===== config.mk =====
export PLATFORM = sky130hd
export DESIGN_NAME = bridge_1xn
export DESIGN_NICKNAME = d
export VERILOG_FILES = /design/src/rtl/bridge_1xn.sv
export SDC_FILE = /design/constraint.sdc
export NUM_CORES = 1
export LEC_CHECK = 0
export BUFFER_PORTS_ARGS = -buffer_cell sky130_fd_sc_hd__clkbuf_2
export CORE_AREA = 2 2 135 137
export DETAILED_ROUTE_END_ITERATION = 16
export DIE_AREA = 0 0 137 139
export PLACE_DENSITY_LB_ADDON = 0.3
export SLEW_MARGIN = 20
export SYNTH_ARGS = -nofsm -noshare
export SYNTH_HDL_FRONTEND = slang
export SYNTH_SLANG_ARGS = --single-unit

===== constraint.sdc =====
create_clock -name clk -period 2.8 [get_ports clk]
set_clock_uncertainty 0.1 [all_clocks]
set_input_delay 0 -clock clk [delete_from_list [all_inputs] [get_ports clk]]
set_output_delay 0 -clock clk [all_outputs]
set_load 0.005 [all_outputs]

===== src/rtl/bridge_1xn.sv =====
// One CPU data master fanned out to NUM_SLAVES SRAM-style slaves by base/mask decode,
// with one-cycle read return and sticky status for accesses that hit no slave.
module bridge_1xn #(
   parameter int                         NUM_SLAVES    = 2,
   parameter int                         XLEN          = 32,
   parameter logic [NUM_SLAVES*XLEN-1:0] SLV_BASE      = {32'h1faf0000, 32'h00000000},
   parameter logic [NUM_SLAVES*XLEN-1:0] SLV_MASK      = {32'hffff0000, 32'hffffc000},
   parameter logic [XLEN-1:0]            DEFAULT_RDATA = 32'hdeadbeef,
   parameter int                         ERR_CNT_W     = 8
) (
   input  logic                       clk,
   input  logic                       reset,
   input  logic                       cpu_data_en,
   input  logic [3:0]                 cpu_data_wen,
   input  logic [XLEN-1:0]            cpu_data_addr,
   input  logic [XLEN-1:0]            cpu_data_wdata,
   output logic [XLEN-1:0]            cpu_data_rdata,
   output logic [NUM_SLAVES-1:0]      s_en,
   output logic [4*NUM_SLAVES-1:0]    s_wen,
   output logic [XLEN*NUM_SLAVES-1:0] s_addr,
   output logic [XLEN*NUM_SLAVES-1:0] s_wdata,
   input  logic [XLEN*NUM_SLAVES-1:0] s_rdata,
   input  logic                       err_clr,
   output logic                       err_valid,
   output logic [XLEN-1:0]            err_addr,
   output logic [ERR_CNT_W-1:0]       err_cnt
);

   logic [NUM_SLAVES-1:0] w_hit;
   logic [NUM_SLAVES-1:0] w_sel;
   logic                  w_miss;
   logic [NUM_SLAVES-1:0] r_sel_q;
   logic                  r_miss_q;
   logic                  r_err_valid;
   logic [XLEN-1:0]       r_err_addr;
   logic [ERR_CNT_W-1:0]  r_err_cnt;

   // Lowest-index slave wins when several windows overlap.
   always_comb begin : decode
      logic w_taken;
      // NOTE: every combinational output gets a default first so no path leaves it unassigned (no latch).
      w_hit   = '0;
      w_sel   = '0;
      w_taken = 1'b0;
      for (int i = 0; i < NUM_SLAVES; i++) begin
         w_hit[i] = (cpu_data_addr & SLV_MASK[i*XLEN +: XLEN]) == SLV_BASE[i*XLEN +: XLEN];
         if (w_hit[i] && !w_taken) begin
            w_sel[i] = 1'b1;
            w_taken  = 1'b1;
         end
      end
   end

   assign w_miss = cpu_data_en & ~|w_hit;

   always_comb begin : fan_out
      s_en    = '0;
      s_wen   = '0;
      s_addr  = '0;
      s_wdata = '0;
      for (int i = 0; i < NUM_SLAVES; i++) begin
         s_en[i]                  = cpu_data_en & w_sel[i];
         s_wen[i*4 +: 4]          = w_sel[i] ? cpu_data_wen : 4'b0000;
         s_addr[i*XLEN +: XLEN]   = cpu_data_addr;
         s_wdata[i*XLEN +: XLEN]  = cpu_data_wdata;
      end
   end

   // Return-path selection only moves on strobed cycles so idle cycles keep mirroring
   // the last slave, which itself holds its read output.
   always_ff @(posedge clk or negedge reset) begin
      if (!reset) begin
         // NOTE: sequential state uses non-blocking assignments so all flops update together at the edge.
         r_sel_q  <= '0;
         r_miss_q <= 1'b0;
      end else if (cpu_data_en) begin
         r_sel_q  <= w_sel;
         r_miss_q <= w_miss;
      end
   end

   always_comb begin : read_mux
      cpu_data_rdata = '0;
      for (int i = 0; i < NUM_SLAVES; i++) begin
         if (r_sel_q[i]) cpu_data_rdata = cpu_data_rdata | s_rdata[i*XLEN +: XLEN];
      end
      if (r_miss_q) cpu_data_rdata = DEFAULT_RDATA;
   end

   // A clear coinciding with a miss restarts the status at that miss.
   always_ff @(posedge clk or negedge reset) begin
      if (!reset) begin
         r_err_valid <= 1'b0;
         r_err_addr  <= '0;
         r_err_cnt   <= '0;
      end else if (err_clr) begin
         r_err_valid <= w_miss;
         r_err_addr  <= w_miss ? cpu_data_addr : '0;
         r_err_cnt   <= w_miss ? ERR_CNT_W'(1) : '0;
      end else if (w_miss) begin
         if (r_err_cnt != '1) r_err_cnt <= r_err_cnt + ERR_CNT_W'(1);
         if (!r_err_valid) begin
            r_err_valid <= 1'b1;
            r_err_addr  <= cpu_data_addr;
         end
      end
   end

   assign err_valid = r_err_valid;
   assign err_addr  = r_err_addr;
   assign err_cnt   = r_err_cnt;

endmodule

### After elaboration in Yosys (flattened, before gate mapping)

Cells that the tools add are included.

| word-level totals | value |
|---|---|
| register bits | 44 |
| bits of input ports | 136 |
| output and inout bits | 211 |
| logic and storage cells | 39 |

| cells by class | value |
|---|---|
| add/subtract/negate cells | 1 |
| eq/ne operators | 3 |
| muxes and demuxes | 17 |
| bitwise operators | 4 |
| reduce and logical (&&, ||, !) cells | 9 |

Operators by type and width:

| kind | count |
|---|---|
| $mux W32 | 7 |
| $logic_not A32 Y1 | 1 |
| $or A32 B32 Y32 | 1 |
| $mux W8 | 3 |
| $eq A16 B13 Y1 const B | 1 |
| $add A8 B1 Y8 const B | 1 |
| $mux W4 | 2 |
| $ne A8 B8 Y1 const B | 1 |
| $mux W1 | 5 |
| $reduce_and A2 Y1 | 2 |
| $reduce_bool A2 Y1 | 2 |
| $and A1 B1 Y1 | 3 |
| $logic_not A1 Y1 | 2 |
| $ne A2 B2 Y1 const B | 1 |
| $reduce_or A2 Y1 | 1 |
| $logic_and A1 B1 Y1 | 1 |

### Depth between registers and ports, before layout

Gate-level depths: netlist of the first run.

| logic depth | value |
|---|---|
| word-level depth | 6 |
| mapped depth | 6 |
| gate-level depth less buffers | 6 |

### Worst setup path before layout of the first run

OpenSTA, ideal clock, no wires.

| path | value |
|---|---|
| kind | reg-to-reg |
| from | register r_err_cnt[0] (netlist: err_cnt[0]) |
| to | register r_err_cnt[5] (netlist: err_cnt[5]) |
| setup time | 0.066 ns |
| arrival | 1.821 ns |
| data required time | 2.634 ns |
| setup slack | 0.813 ns |
| stages on the path, launching flop included | 7 |
| path buffers | 0 |
| cell sequence | dfrtp_1 > ha_1 > nand3_1 > nor2_1 > or4_1 > or4_1 > nand2_1 |

| between the ends | value |
|---|---|
| word-level cells in the longest chain between the ends | 4 |

Ends and longest elaborated chain:

| what | RTL line | text |
|---|---|---|
| from (decl) | 36 | `logic [ERR_CNT_W-1:0] r_err_cnt;` |
| from (signal assigned) | 99 | `r_err_cnt <= w_miss ? ERR_CNT_W'(1) : '0;` |
| from (signal assigned) | 101 | `if (r_err_cnt != '1) r_err_cnt <= r_err_cnt + ERR_CNT_W'(1);` |
| $add A8 B1 Y8 | 101 |  |
| $mux W8 | 101 |  |
| $mux W8 | 100 | `end else if (w_miss) begin` |
| $mux W8 | 96 | `end else if (err_clr) begin` |

Parallel ways exist; a longest one is shown, timed or not. The select of a mux whose other input is x is not followed.
A chain may end at the register's enable or synchronous reset.

### Final worst setup path of the first run

| path | value |
|---|---|
| from | input port cpu_data_addr[20] |
| to | register r_err_addr[26] (netlist: err_addr[26]) |

| between the ends | value |
|---|---|
| word-level cells in the longest chain between the ends | 6 |

Ends and longest elaborated chain:

| what | RTL line | text |
|---|---|---|
| from (decl) | 15 | `input logic [XLEN-1:0] cpu_data_addr,` |
| $logic_not A32 Y1 or $eq A16 B13 Y1 (tied branches) | 46 | `w_hit[i] = (cpu_data_addr & SLV_MASK[i*XLEN +: XLEN]) == SLV_BASE[i*XLEN +: XLEN];` |
| $reduce_or A2 Y1 * | 54 | `assign w_miss = cpu_data_en & ~\|w_hit;` |
| $logic_not A1 Y1 * | 54 |  |
| $and A1 B1 Y1 * | 54 |  |
| $mux W32 or $reduce_bool A2 Y1 (tied branches) | - |  |
| $mux W32 or $reduce_and A2 Y1 (tied branches) | - |  |
| to (signal assigned) | 98 | `r_err_addr <= w_miss ? cpu_data_addr : '0;` |
| to (signal assigned) | 104 | `r_err_addr <= cpu_data_addr;` |
| to (decl) | 35 | `logic [XLEN-1:0] r_err_addr;` |

Every way passes the cells marked *; elsewhere a longest branch is shown, timed or not.

==> flow_results.xml, run 1 <==
<?xml version="1.0" encoding="UTF-8"?>
<metrics>
  <group name="routing">
    <metric name="antenna_violating_nets_post_route" unit="">0</metric>
    <metric name="detail_route.wirelength" unit="mm">12.4</metric>
    <metric name="drc" unit="">0</metric>
    <metric name="vias_per_cell" unit="">4.26</metric>
    <metric name="vias" unit="">3190</metric>
    <metric name="detailedRoute.firstPassIterationCount" unit="">4</metric>
    <metric name="drt-wirelength-per-cell" unit="um">16.5</metric>
    <metric name="drt_iter0_drc" unit="">66</metric>
  </group>
  <group name="clocking">
    <metric name="numCtsBuffers" unit="">5</metric>
    <metric name="cts.repair_timing.setup_buffer_count" unit="">0</metric>
    <metric name="number_of_cells_upsized_or_downsized_after_cts" unit="">0</metric>
    <metric name="cts_tree" unit="">done</metric>
    <metric name="clk_pin_slew" unit="ns">0.07</metric>
    <metric name="cts.htree.levels" unit="">2</metric>
    <metric name="worstSkewPairLatency" unit="ns">0.29</metric>
    <metric name="cts.root.buffer_cell" unit="">sky130_fd_sc_hd__clkbuf_16</metric>
    <metric name="clock_sinks" unit="">44</metric>
    <metric name="cts.path.max_buffers" unit="">2</metric>
  </group>
  <group name="floorplan">
    <metric name="floorplan.io_pins" unit="">347</metric>
    <metric name="floorplan.die.height" unit="um">139</metric>
    <metric name="floorplan.core_area" unit="mm2">0.0177</metric>
    <metric name="std_cell_rows" unit="">49</metric>
    <metric name="starting_density_of_the_core" unit="%">18.4</metric>
    <metric name="floorplan.die.width" unit="um">137</metric>
    <metric name="design.die.area" unit="mm2">0.0190</metric>
  </group>
  <group name="grt">
    <metric name="vias_in_the_first_global_route" unit="">3151</metric>
    <metric name="antenna_violations_before_repair" unit="">1</metric>
    <metric name="grt_pass1_wl" unit="mm">17.3</metric>
    <metric name="grt.total_usage" unit="%">11.7</metric>
    <metric name="global_route.overflow_total" unit="">0</metric>
    <metric name="grt_start_max_net_pins" unit="">45</metric>
  </group>
  <group name="placed_design">
    <metric name="post-dp-hpwl" unit="mm">9.56</metric>
    <metric name="buffer_ports.inserted" unit="">250</metric>
    <metric name="post-place-ws" unit="ns">0.385</metric>
    <metric name="gp_congestion" unit="">0.766</metric>
  </group>
  <group name="sta">
    <metric name="final.setup.tns" unit="ns">0</metric>
    <metric name="worst_slew_pin_slew" unit="ns">1.07</metric>
    <metric name="min_period_over_period" unit="%">94.8</metric>
    <metric name="fin_ws" unit="ns">0.146</metric>
    <metric name="timing_hold_violations_final" unit="">0</metric>
    <metric name="rsz0062_at_grt" unit="">false</metric>
    <metric name="max_freq" unit="GHz">0.377</metric>
    <metric name="final_period_minus_worst_setup_slack" unit="ns">2.65</metric>
    <metric name="final-setup-viol-count" unit="">0</metric>
    <metric name="report.final.slew_viol_count" unit="">0</metric>
    <metric name="timing.slew.headroom" unit="%">28.3</metric>
  </group>
  <group name="critical_path">
    <metric name="criticalPathCategory" unit="">input pin to flip-flop</metric>
    <metric name="worstPathRequired" unit="ns">2.92</metric>
    <metric name="critical_path_arrival" unit="ns">2.78</metric>
    <metric name="critical_path.startpoint_type" unit="">input pin</metric>
    <metric name="crit_path_max_fanout" unit="">32</metric>
    <metric name="worstSetupEndpointType" unit="">flip-flop</metric>
  </group>
  <group name="power">
    <metric name="irDropWorstVdd" unit="mV">0.331</metric>
    <metric name="power_leakage" unit="nW">2.37</metric>
    <metric name="powerDensity" unit="mW/mm2">407</metric>
    <metric name="total_power" unit="mW">1.87</metric>
  </group>
  <group name="cells_and_area">
    <metric name="final_common_cell" unit="">sky130_fd_sc_hd__clkbuf_2</metric>
    <metric name="area.growth.synth_to_final" unit="%">41.3</metric>
    <metric name="finalNetCount" unit="">654</metric>
    <metric name="final_util" unit="%">26.0</metric>
    <metric name="most-common-layout-cells" unit="">sky130_fd_sc_hd__clkbuf_2, sky130_fd_sc_hd__dlygate4sd3_1, sky130_fd_sc_hd__dfrtp_1</metric>
    <metric name="drive_above_1_share" unit="%">51.5</metric>
  </group>
  <group name="synth">
    <metric name="syn_nets" unit="">477</metric>
    <metric name="synth_seq_cells" unit="">44</metric>
    <metric name="yosysSeqAreaShare" unit="%">33.8</metric>
    <metric name="syn_inst" unit="">340</metric>
    <metric name="ys.warnings.count" unit="">0</metric>
    <metric name="synth.cell_area" unit="mm2">0.00325</metric>
    <metric name="ys_types" unit="">37</metric>
    <metric name="post_synth.cell_area_avg" unit="um2">9.57</metric>
  </group>
  <group name="worst_hold_path">
    <metric name="worstHoldPathType" unit="">input pin to async pin</metric>
  </group>
  <group name="job">
    <metric name="maxCapViolCount" unit="">0</metric>
  </group>
  <group name="outcome">
    <metric name="status" unit="">finished clean</metric>
  </group>
</metrics>
==> registers in the layout, indices dropped and copies added (netlist names) <==
name       count
err_valid      1
r_sel_q        2
err_cnt        8
err_addr      32
r_miss_q       1
==> final timing paths <==
path                                               start                        to  slack, ns  cells after the start
max in group asynchronous                          reset   err_addr[8]$_DFFE_PN0P_       1.97                      2
worst min register to register  err_addr[14]$_DFFE_PN0P_  err_addr[14]$_DFFE_PN0P_       0.41                      1
min in group clk                             s_rdata[33]         cpu_data_rdata[1]       0.20                      3
worst max register to register    err_cnt[0]$_DFFE_PN0P_    err_cnt[5]$_DFFE_PN0P_       0.70                      6
worst min-delay path                               reset  err_addr[11]$_DFFE_PN0P_       0.20                      2
worst max-delay path                   cpu_data_addr[20]  err_addr[26]$_DFFE_PN0P_       0.15                      8
==> cells by family after synthesis <==
kind of cell               share of synthesized area, %
buffers and inverters                              33.1
AOI/OAI and AO/OA                                  20.9
and+or+nand+nor                                    9.96
DFF                                                33.8
muxes                                              1.81
adders and majority gates                         0.384
==> report_power, final <==
part           switching, mW  internal, mW
registers             0.0435         0.683
clock network          0.264         0.424
logic                  0.209         0.247
total                  0.516          1.35
==> layer usage <==
metal	vias up	GRT usage [%]	wire length, um
met1	1540	12.2	4570
li1	1458	-	-
met4	0	1.63	59
met3	7	3.40	1060
met2	185	23.2	6660
met5	-	0	0
==> layout make-up <==
cell class | count | area, um2
multi-input combinational | 143 | 1090
sequential | 44 | 1100
antenna | 1 | 2.50
tap | 229 | 287
timing repair buffer | 318 | 1930
clock inverter | 3 | 46.3
clock buffer | 5 | 125
fill | 1886 | 13100
inverter | 5 | 18.8
==> worst max-delay path, stage by stage <==
cell	delay [ns]
sky130_fd_sc_hd__dlygate4sd3_1	0.54
sky130_fd_sc_hd__clkbuf_2	0.16
sky130_fd_sc_hd__or4b_1	0.54
sky130_fd_sc_hd__or4_1	0.50
sky130_fd_sc_hd__o211ai_2	0.28
sky130_fd_sc_hd__o21a_2	0.20
sky130_fd_sc_hd__buf_4	0.33
sky130_fd_sc_hd__a22o_1	0.21
==> cell usage after synthesis, drive strengths merged <==
cell | n | share of area [%]
a21oi | 2 | 0.31
a221o | 24 | 7.4
a22o | 32 | 8.6
a22oi | 8 | 1.8
and2 | 10 | 1.9
buf | 135 | 31
clkbuf | 13 | 1.5
dfrtp | 44 | 34
ha | 1 | 0.38
inv | 5 | 0.58
mux2 | 4 | 1.5
mux2i | 1 | 0.31
nand2 | 6 | 0.69
nand3 | 5 | 0.77
nand4 | 5 | 0.96
nand4bb | 1 | 0.35
nor2 | 17 | 2.0
nor2b | 2 | 0.38
nor3 | 3 | 0.46
nor4 | 4 | 0.77
nor4b | 1 | 0.27
o211ai | 2 | 0.62
o21a | 1 | 0.27
o21ai | 2 | 0.31
o21bai | 1 | 0.23
o311a | 1 | 0.31
o311ai | 1 | 0.27
o31ai | 1 | 0.23
o32ai | 1 | 0.27
o41ai | 1 | 0.27
or2 | 1 | 0.19
or4 | 4 | 0.92
or4b | 1 | 0.31
==> repair_timing <==
item,in CTS,in global routing
setup endpoints to repair,0,0
hold buffers,67,0
hold endpoints to repair,145,0
==> stage by stage <==
| step | instance area, um2 | cells | hold WS (ns) |
|---|---|---|---|
| after floorplan | 3250 | 340 | -0.396 |
| after global placement | 3750 | 672 | -0.0999 |
| after detailed placement | 3750 | 672 | -0.0999 |
| after CTS | 4600 | 747 | 0.200 |
| after global routing | 4600 | 747 | 0.226 |
| final | 4600 | 748 | 0.197 |
No activity file was read; power rests on OpenSTA's default activity.
==> inputs of run 2 (changes only) <==
Settings changed: BUFFER_PORTS_ARGS -buffer_cell sky130_fd_sc_hd__clkbuf_2 to unset, CORE_AREA 2 2 135 137 to 2 2 133 135, DIE_AREA 0 0 137 139 to 0 0 135 137, DONT_BUFFER_PORTS set to 1, PLACE_DENSITY_LB_ADDON 0.3 to unset.
Clock period 2.8 ns to 3.1 ns, I/O delays scaled along.
==> run 2 against run 1 <==
  * Critical path depth shrank 2
  * Combinational power is 49% lower
  * Count of clock-buffer cells in the layout stayed put
  * Sequential power shrank 7.9%
  * Sequential share of layout area is 8.8 points higher
  * Sequential cell count did not move
  * Routed wire length decreased by 10%
  * First-iteration DRC count grew 48%
  * Die area shrank 2.9%
  * Clock power decreased by 11%
  * Hold slack got worse by 0.18 ns
  * Cell area down 27%
  * Largest power group unchanged
==> flow_results.xml, run 2 (synthesized netlist as in run 1, its figures left out) <==
<?xml version="1.0" encoding="UTF-8"?>
<metrics>
  <group name="power">
    <metric name="power_leakage" unit="nW">1.33</metric>
    <metric name="irDropWorstVdd" unit="mV">0.282</metric>
    <metric name="powerDensity" unit="mW/mm2">450</metric>
  </group>
  <group name="sta">
    <metric name="rsz0062_at_grt" unit="">false</metric>
    <metric name="timing_hold_violations_final" unit="">0</metric>
    <metric name="max_freq" unit="GHz">0.465</metric>
    <metric name="timing.slew.headroom" unit="%">33.8</metric>
    <metric name="worst_slew_pin_slew" unit="ns">0.993</metric>
    <metric name="final-setup-viol-count" unit="">0</metric>
    <metric name="min_period_over_period" unit="%">69.4</metric>
    <metric name="final_period_minus_worst_setup_slack" unit="ns">2.15</metric>
    <metric name="report.final.slew_viol_count" unit="">0</metric>
    <metric name="final.setup.tns" unit="ns">0</metric>
  </group>
  <group name="floorplan">
    <metric name="std_cell_rows" unit="">48</metric>
    <metric name="starting_density_of_the_core" unit="%">19.1</metric>
    <metric name="floorplan.io_pins" unit="">347</metric>
    <metric name="floorplan.die.height" unit="um">137</metric>
    <metric name="floorplan.core_area" unit="mm2">0.0171</metric>
    <metric name="floorplan.die.width" unit="um">135</metric>
    <metric name="design.die.area" unit="mm2">0.0185</metric>
  </group>
  <group name="critical_path">
    <metric name="crit_path_end" unit="">err_cnt[5]$_DFFE_PN0P_</metric>
    <metric name="critical_path.startpoint_type" unit="">flip-flop</metric>
    <metric name="r2r_start" unit="">err_cnt[0]$_DFFE_PN0P_</metric>
    <metric name="critPathLaunch" unit="">err_cnt[0]$_DFFE_PN0P_</metric>
    <metric name="critical_path_arrival" unit="ns">2.28</metric>
    <metric name="worstReg2RegEnd" unit="">err_cnt[5]$_DFFE_PN0P_</metric>
    <metric name="crit_path_max_fanout" unit="">8</metric>
    <metric name="worstSetupEndpointType" unit="">flip-flop</metric>
    <metric name="worstRegToRegCells" unit="">6</metric>
    <metric name="r2r_setup_slack" unit="ns">0.95</metric>
    <metric name="worstPathRequired" unit="ns">3.23</metric>
    <metric name="criticalPathCategory" unit="">flip-flop to flip-flop</metric>
  </group>
  <group name="grt">
    <metric name="antenna_violations_before_repair" unit="">1</metric>
    <metric name="grt_start_max_net_pins" unit="">45</metric>
    <metric name="grt_pass1_wl" unit="mm">14.8</metric>
    <metric name="global_route.overflow_total" unit="">0</metric>
    <metric name="grt.total_usage" unit="%">11.0</metric>
    <metric name="vias_in_the_first_global_route" unit="">2298</metric>
  </group>
  <group name="cells_and_area">
    <metric name="most-common-layout-cells" unit="">sky130_fd_sc_hd__dlygate4sd3_1, sky130_fd_sc_hd__dfrtp_1, sky130_fd_sc_hd__a22o_1</metric>
    <metric name="finalNetCount" unit="">405</metric>
    <metric name="largest_register_ff_count" unit="">32</metric>
    <metric name="sequential_cell_area" unit="mm2">0.00110</metric>
    <metric name="area.growth.synth_to_final" unit="%">3.27</metric>
    <metric name="drive_above_1_share" unit="%">6.69</metric>
    <metric name="final_common_cell" unit="">sky130_fd_sc_hd__dlygate4sd3_1</metric>
    <metric name="fillers" unit="">1853</metric>
    <metric name="multi_input_area" unit="mm2">0.00108</metric>
    <metric name="final_design_area_no_fill" unit="mm2">0.00336</metric>
  </group>
  <group name="placed_design">
    <metric name="placement.cell_area" unit="mm2">0.00249</metric>
    <metric name="buffer_ports.inserted" unit="">0</metric>
    <metric name="gp_congestion" unit="">0.736</metric>
    <metric name="post-dp-hpwl" unit="mm">8.58</metric>
  </group>
  <group name="routing">
    <metric name="vias_per_cell" unit="">4.66</metric>
    <metric name="vias" unit="">2307</metric>
    <metric name="drc" unit="">0</metric>
    <metric name="drt_iter0_drc" unit="">98</metric>
    <metric name="detailedRoute.firstPassIterationCount" unit="">4</metric>
    <metric name="antenna_violating_nets_post_route" unit="">0</metric>
    <metric name="detail_route.wirelength" unit="mm">11.1</metric>
    <metric name="drt-wirelength-per-cell" unit="um">22.4</metric>
  </group>
  <group name="clocking">
    <metric name="clk_pin_slew" unit="ns">0.07</metric>
    <metric name="cts_tree" unit="">done</metric>
    <metric name="cts.htree.levels" unit="">2</metric>
    <metric name="cts.root.buffer_cell" unit="">sky130_fd_sc_hd__clkbuf_16</metric>
    <metric name="number_of_cells_upsized_or_downsized_after_cts" unit="">0</metric>
    <metric name="cts.path.max_buffers" unit="">2</metric>
    <metric name="worstSkewPairLatency" unit="ns">0.29</metric>
    <metric name="numCtsBuffers" unit="">5</metric>
    <metric name="clock_sinks" unit="">44</metric>
  </group>
  <group name="outcome">
    <metric name="status" unit="">finished clean</metric>
  </group>
  <group name="job">
    <metric name="maxCapViolCount" unit="">0</metric>
  </group>
  <group name="worst_hold_path">
    <metric name="worstHoldPathType" unit="">input pin to output port</metric>
  </group>
</metrics>
## run 2: cell count changes in the layout (fill, tap and decap cells not counted)
cell,change
sky130_fd_sc_hd__a21oi_4,-1
sky130_fd_sc_hd__buf_16,+1
sky130_fd_sc_hd__clkbuf_4,-1
sky130_fd_sc_hd__clkbuf_2,-249
sky130_fd_sc_hd__a21oi_2,+1
## run 2: per-stage QoR
stage	power (mW)	cells	hold WS [ns]	util, %	worst slack (ns)
after floorplan	0.891	340	-0.396	-	1.11
after global placement	0.784	418	-0.394	14.6	0.821
after detailed placement	0.789	418	-0.394	14.6	0.750
after CTS	1.54	494	0.0186	19.7	0.904
after global routing	1.60	494	0.0199	19.7	0.804
final	1.51	495	0.0169	19.7	0.948
## run 2: worst min path at each step
stage / slack [ns] / start / cells after the start / end
after CTS: 0.02 / cpu_data_wen[1] / 1 / s_wen[5]
after global placement: -0.39 / reset / 0 / err_addr[13]$_DFFE_PN0P_
after detailed placement: -0.39 / reset / 0 / err_addr[13]$_DFFE_PN0P_
after global routing: 0.02 / cpu_data_wen[1] / 1 / s_wen[5]
final: 0.02 / cpu_data_wen[1] / 1 / s_wen[5]
after floorplan: -0.40 / reset / 0 / err_addr[0]$_DFFE_PN0P_
## run 2: where the power goes
group	switching (mW)	leakage [nW]	total (mW)	internal [mW]
logic	0.118	0.679	0.234	0.116
registers	0.0523	0.570	0.669	0.617
clock network	0.228	0.0804	0.611	0.383
total	0.398	1.33	1.51	1.12
## run 2: final cells by class
class / instances / area share [%]
flip-flops and latches: 44 / 32.8
multi-input cells: 143 / 32.1
repair buffers: 69 / 21.0
well taps: 225 / 8.38
clock buffers: 5 / 3.72
clock inverters: 3 / 1.38
inverters: 5 / 0.558
diodes: 1 / 0.0745
## run 2: critical path, cell delays in order, from the launching register on
cell and delay [ns]:
sky130_fd_sc_hd__dfrtp_1 0.46, sky130_fd_sc_hd__ha_1 0.29, sky130_fd_sc_hd__nand3_1 0.10, sky130_fd_sc_hd__nor2_1 0.12
sky130_fd_sc_hd__or4_1 0.55, sky130_fd_sc_hd__or4_1 0.40, sky130_fd_sc_hd__nand2_1 0.08
## run 2: per-layer routing
| layer | wire length [um] | GRT usage (%) | up-vias |
|---|---|---|---|
| li1 | - | - | 961 |
| met1 | 3880 | 11.3 | 1098 |
| met2 | 5870 | 21.1 | 234 |
| met3 | 1100 | 3.44 | 14 |
| met4 | 248 | 3.65 | 0 |
| met5 | 0 | 0 | - |
## run 2: repair_timing
item                                   in CTS  in global routing
setup endpoints to repair                   0                  0
hold buffers                               68                  0
endpoints found under the hold margin     216                  0
buffers inserted                            0                  0
==> inputs of run 3 (changes only) <==
Clock period 3.1 ns to 1.9 ns, I/O delays scaled along.
==> run 3 against run 2 <==
  * Largest cell class unchanged
  * Cell area up 4.2%
  * Global-route usage barely moved
  * Critical endpoint unchanged
  * Maximum frequency increased by 19%
  * Critical path type unchanged
  * First-iteration DRC count fell by 19%
==> flow_results.xml, run 3 (synthesized netlist as in run 1, its figures left out) <==
<?xml version="1.0" encoding="UTF-8"?>
<metrics>
  <group name="critical_path">
    <metric name="crit_path_max_fanout" unit="">5</metric>
    <metric name="critical_path.startpoint_type" unit="">flip-flop</metric>
    <metric name="critical_path_arrival" unit="ns">1.94</metric>
    <metric name="worstSetupEndpointType" unit="">flip-flop</metric>
    <metric name="worstPathRequired" unit="ns">2.03</metric>
    <metric name="criticalPathCategory" unit="">flip-flop to flip-flop</metric>
  </group>
  <group name="cells_and_area">
    <metric name="finalNetCount" unit="">420</metric>
    <metric name="fillers" unit="">1851</metric>
    <metric name="drive_above_1_share" unit="%">13.0</metric>
    <metric name="final_common_cell" unit="">sky130_fd_sc_hd__dlygate4sd3_1</metric>
    <metric name="largest_register_ff_count" unit="">32</metric>
    <metric name="area.growth.synth_to_final" unit="%">7.61</metric>
    <metric name="most-common-layout-cells" unit="">sky130_fd_sc_hd__dlygate4sd3_1, sky130_fd_sc_hd__dfrtp_1, sky130_fd_sc_hd__a22o_1</metric>
  </group>
  <group name="sta">
    <metric name="rsz0062_at_grt" unit="">false</metric>
    <metric name="worst_slew_pin_slew" unit="ns">0.964</metric>
    <metric name="final_period_minus_worst_setup_slack" unit="ns">1.81</metric>
    <metric name="min_period_over_period" unit="%">95.2</metric>
    <metric name="final-setup-viol-count" unit="">0</metric>
    <metric name="fin_ws" unit="ns">0.0903</metric>
    <metric name="timing_hold_violations_final" unit="">0</metric>
    <metric name="timing.slew.headroom" unit="%">35.7</metric>
    <metric name="report.final.slew_viol_count" unit="">0</metric>
    <metric name="max_freq" unit="GHz">0.553</metric>
  </group>
  <group name="grt">
    <metric name="grt_start_max_net_pins" unit="">45</metric>
    <metric name="global_route.overflow_total" unit="">0</metric>
    <metric name="grt_pass1_wl" unit="mm">14.8</metric>
    <metric name="antenna_violations_before_repair" unit="">1</metric>
    <metric name="grt.total_usage" unit="%">11.0</metric>
    <metric name="vias_in_the_first_global_route" unit="">2362</metric>
  </group>
  <group name="floorplan">
    <metric name="starting_density_of_the_core" unit="%">19.1</metric>
    <metric name="design.die.area" unit="mm2">0.0185</metric>
    <metric name="floorplan.die.width" unit="um">135</metric>
    <metric name="std_cell_rows" unit="">48</metric>
    <metric name="floorplan.core_area" unit="mm2">0.0171</metric>
    <metric name="floorplan.die.height" unit="um">137</metric>
    <metric name="floorplan.io_pins" unit="">347</metric>
  </group>
  <group name="placed_design">
    <metric name="post-place-ws" unit="ns">-0.0487</metric>
    <metric name="gp_congestion" unit="">0.711</metric>
    <metric name="post-dp-hpwl" unit="mm">8.48</metric>
    <metric name="buffer_ports.inserted" unit="">0</metric>
  </group>
  <group name="power">
    <metric name="power_leakage" unit="nW">1.41</metric>
    <metric name="powerDensity" unit="mW/mm2">678</metric>
    <metric name="total_power" unit="mW">2.37</metric>
    <metric name="irDropWorstVdd" unit="mV">0.384</metric>
  </group>
  <group name="outcome">
    <metric name="status" unit="">finished clean</metric>
  </group>
  <group name="clocking">
    <metric name="clk_pin_slew" unit="ns">0.07</metric>
    <metric name="cts_tree" unit="">done</metric>
    <metric name="clock_sinks" unit="">44</metric>
    <metric name="cts.htree.levels" unit="">2</metric>
    <metric name="worstSkewPairLatency" unit="ns">0.29</metric>
    <metric name="cts.root.buffer_cell" unit="">sky130_fd_sc_hd__clkbuf_16</metric>
    <metric name="cts.path.max_buffers" unit="">2</metric>
    <metric name="numCtsBuffers" unit="">5</metric>
  </group>
  <group name="routing">
    <metric name="drt-wirelength-per-cell" unit="um">21.4</metric>
    <metric name="detail_route.wirelength" unit="mm">10.9</metric>
    <metric name="vias" unit="">2349</metric>
    <metric name="detailedRoute.firstPassIterationCount" unit="">4</metric>
    <metric name="drc" unit="">0</metric>
    <metric name="antenna_violating_nets_post_route" unit="">0</metric>
    <metric name="vias_per_cell" unit="">4.61</metric>
    <metric name="drt_iter0_drc" unit="">79</metric>
  </group>
  <group name="worst_hold_path">
    <metric name="worstHoldPathType" unit="">input pin to output port</metric>
  </group>
  <group name="job">
    <metric name="maxCapViolCount" unit="">0</metric>
  </group>
</metrics>
-- run 3: cell types whose count changed in the layout (fill, tap and decap cells not counted), sizes merged --
cell / before / now
buf: 2 / 17
bufinv: 1 / 0
clkinv: 0 / 1
-- run 3: path summary, 6_finish.rpt --
kind | from | end | slack, ns | cells past startpoint
setup / recovery | err_cnt[1]$_DFFE_PN0P_ | err_cnt[5]$_DFFE_PN0P_ | 0.09 | 6
hold / removal | cpu_data_wen[2] | s_wen[6] | 0.02 | 1
setup reg to reg | err_cnt[1]$_DFFE_PN0P_ | err_cnt[5]$_DFFE_PN0P_ | 0.09 | 6
hold reg to reg | r_sel_q[0]$_DFFE_PN0P_ | r_sel_q[0]$_DFFE_PN0P_ | 0.42 | 1
max in group asynchronous | reset | err_addr[10]$_DFFE_PN0P_ | 1.34 | 2
min in group asynchronous | reset | err_addr[28]$_DFFE_PN0P_ | 0.13 | 2
-- run 3: repair_timing --
action	in CTS	in global routing
hold buffers	68	0
resized for setup	0	2
endpoints found under the setup margin	0	2
endpoints found under the hold margin	216	0
setup buffers	0	1
-- run 3: critical path, stage by stage (launching register included) --
cell	delay, ns
sky130_fd_sc_hd__dfrtp_1	0.39
sky130_fd_sc_hd__ha_2	0.23
sky130_fd_sc_hd__nand3_1	0.10
sky130_fd_sc_hd__nor2_2	0.05
sky130_fd_sc_hd__or4_1	0.41
sky130_fd_sc_hd__or4_1	0.40
sky130_fd_sc_hd__nand2_1	0.08
-- run 3: area by class of cell --
cell class              count  area [um2]  area share (%)
inverters                   5        18.8           0.536
flip-flops and latches     44        1100            31.4
clock buffers               5         125            3.57
diodes                      1        2.50          0.0715
repair buffers             84         856            24.4
well taps                 225         282            8.04
clock inverters             3        21.3           0.607
multi-input cells         143        1100            31.3
-- run 3: through the flow --
step	instances	hold WS, ns	utilization [%]	instance area, um2	TNS, ns
after floorplan	340	-0.396	-	3260	0
after global placement	432	-0.394	15.5	2640	0
after detailed placement	432	-0.394	15.5	2640	-0.969
after CTS	508	0.0224	20.4	3480	0
after global routing	509	0.0239	20.5	3500	0
final	510	0.0207	20.5	3500	0
-- run 3: routing by layer --
| layer | share of wire, % | wire, um | track usage (%) | vias up |
|---|---|---|---|---|
| li1 | - | - | - | 988 |
| met1 | 33 | 3620 | 10.6 | 1127 |
| met2 | 52 | 5640 | 20.4 | 211 |
| met3 | 11 | 1180 | 4.33 | 23 |
| met4 | 4.1 | 450 | 5.61 | 0 |
| met5 | 0 | 0 | 0 | - |
-- run 3: report_power, final --
group | internal, mW | switching (mW)
registers | 1.01 | 0.0785
logic | 0.213 | 0.205
clock network | 0.490 | 0.381
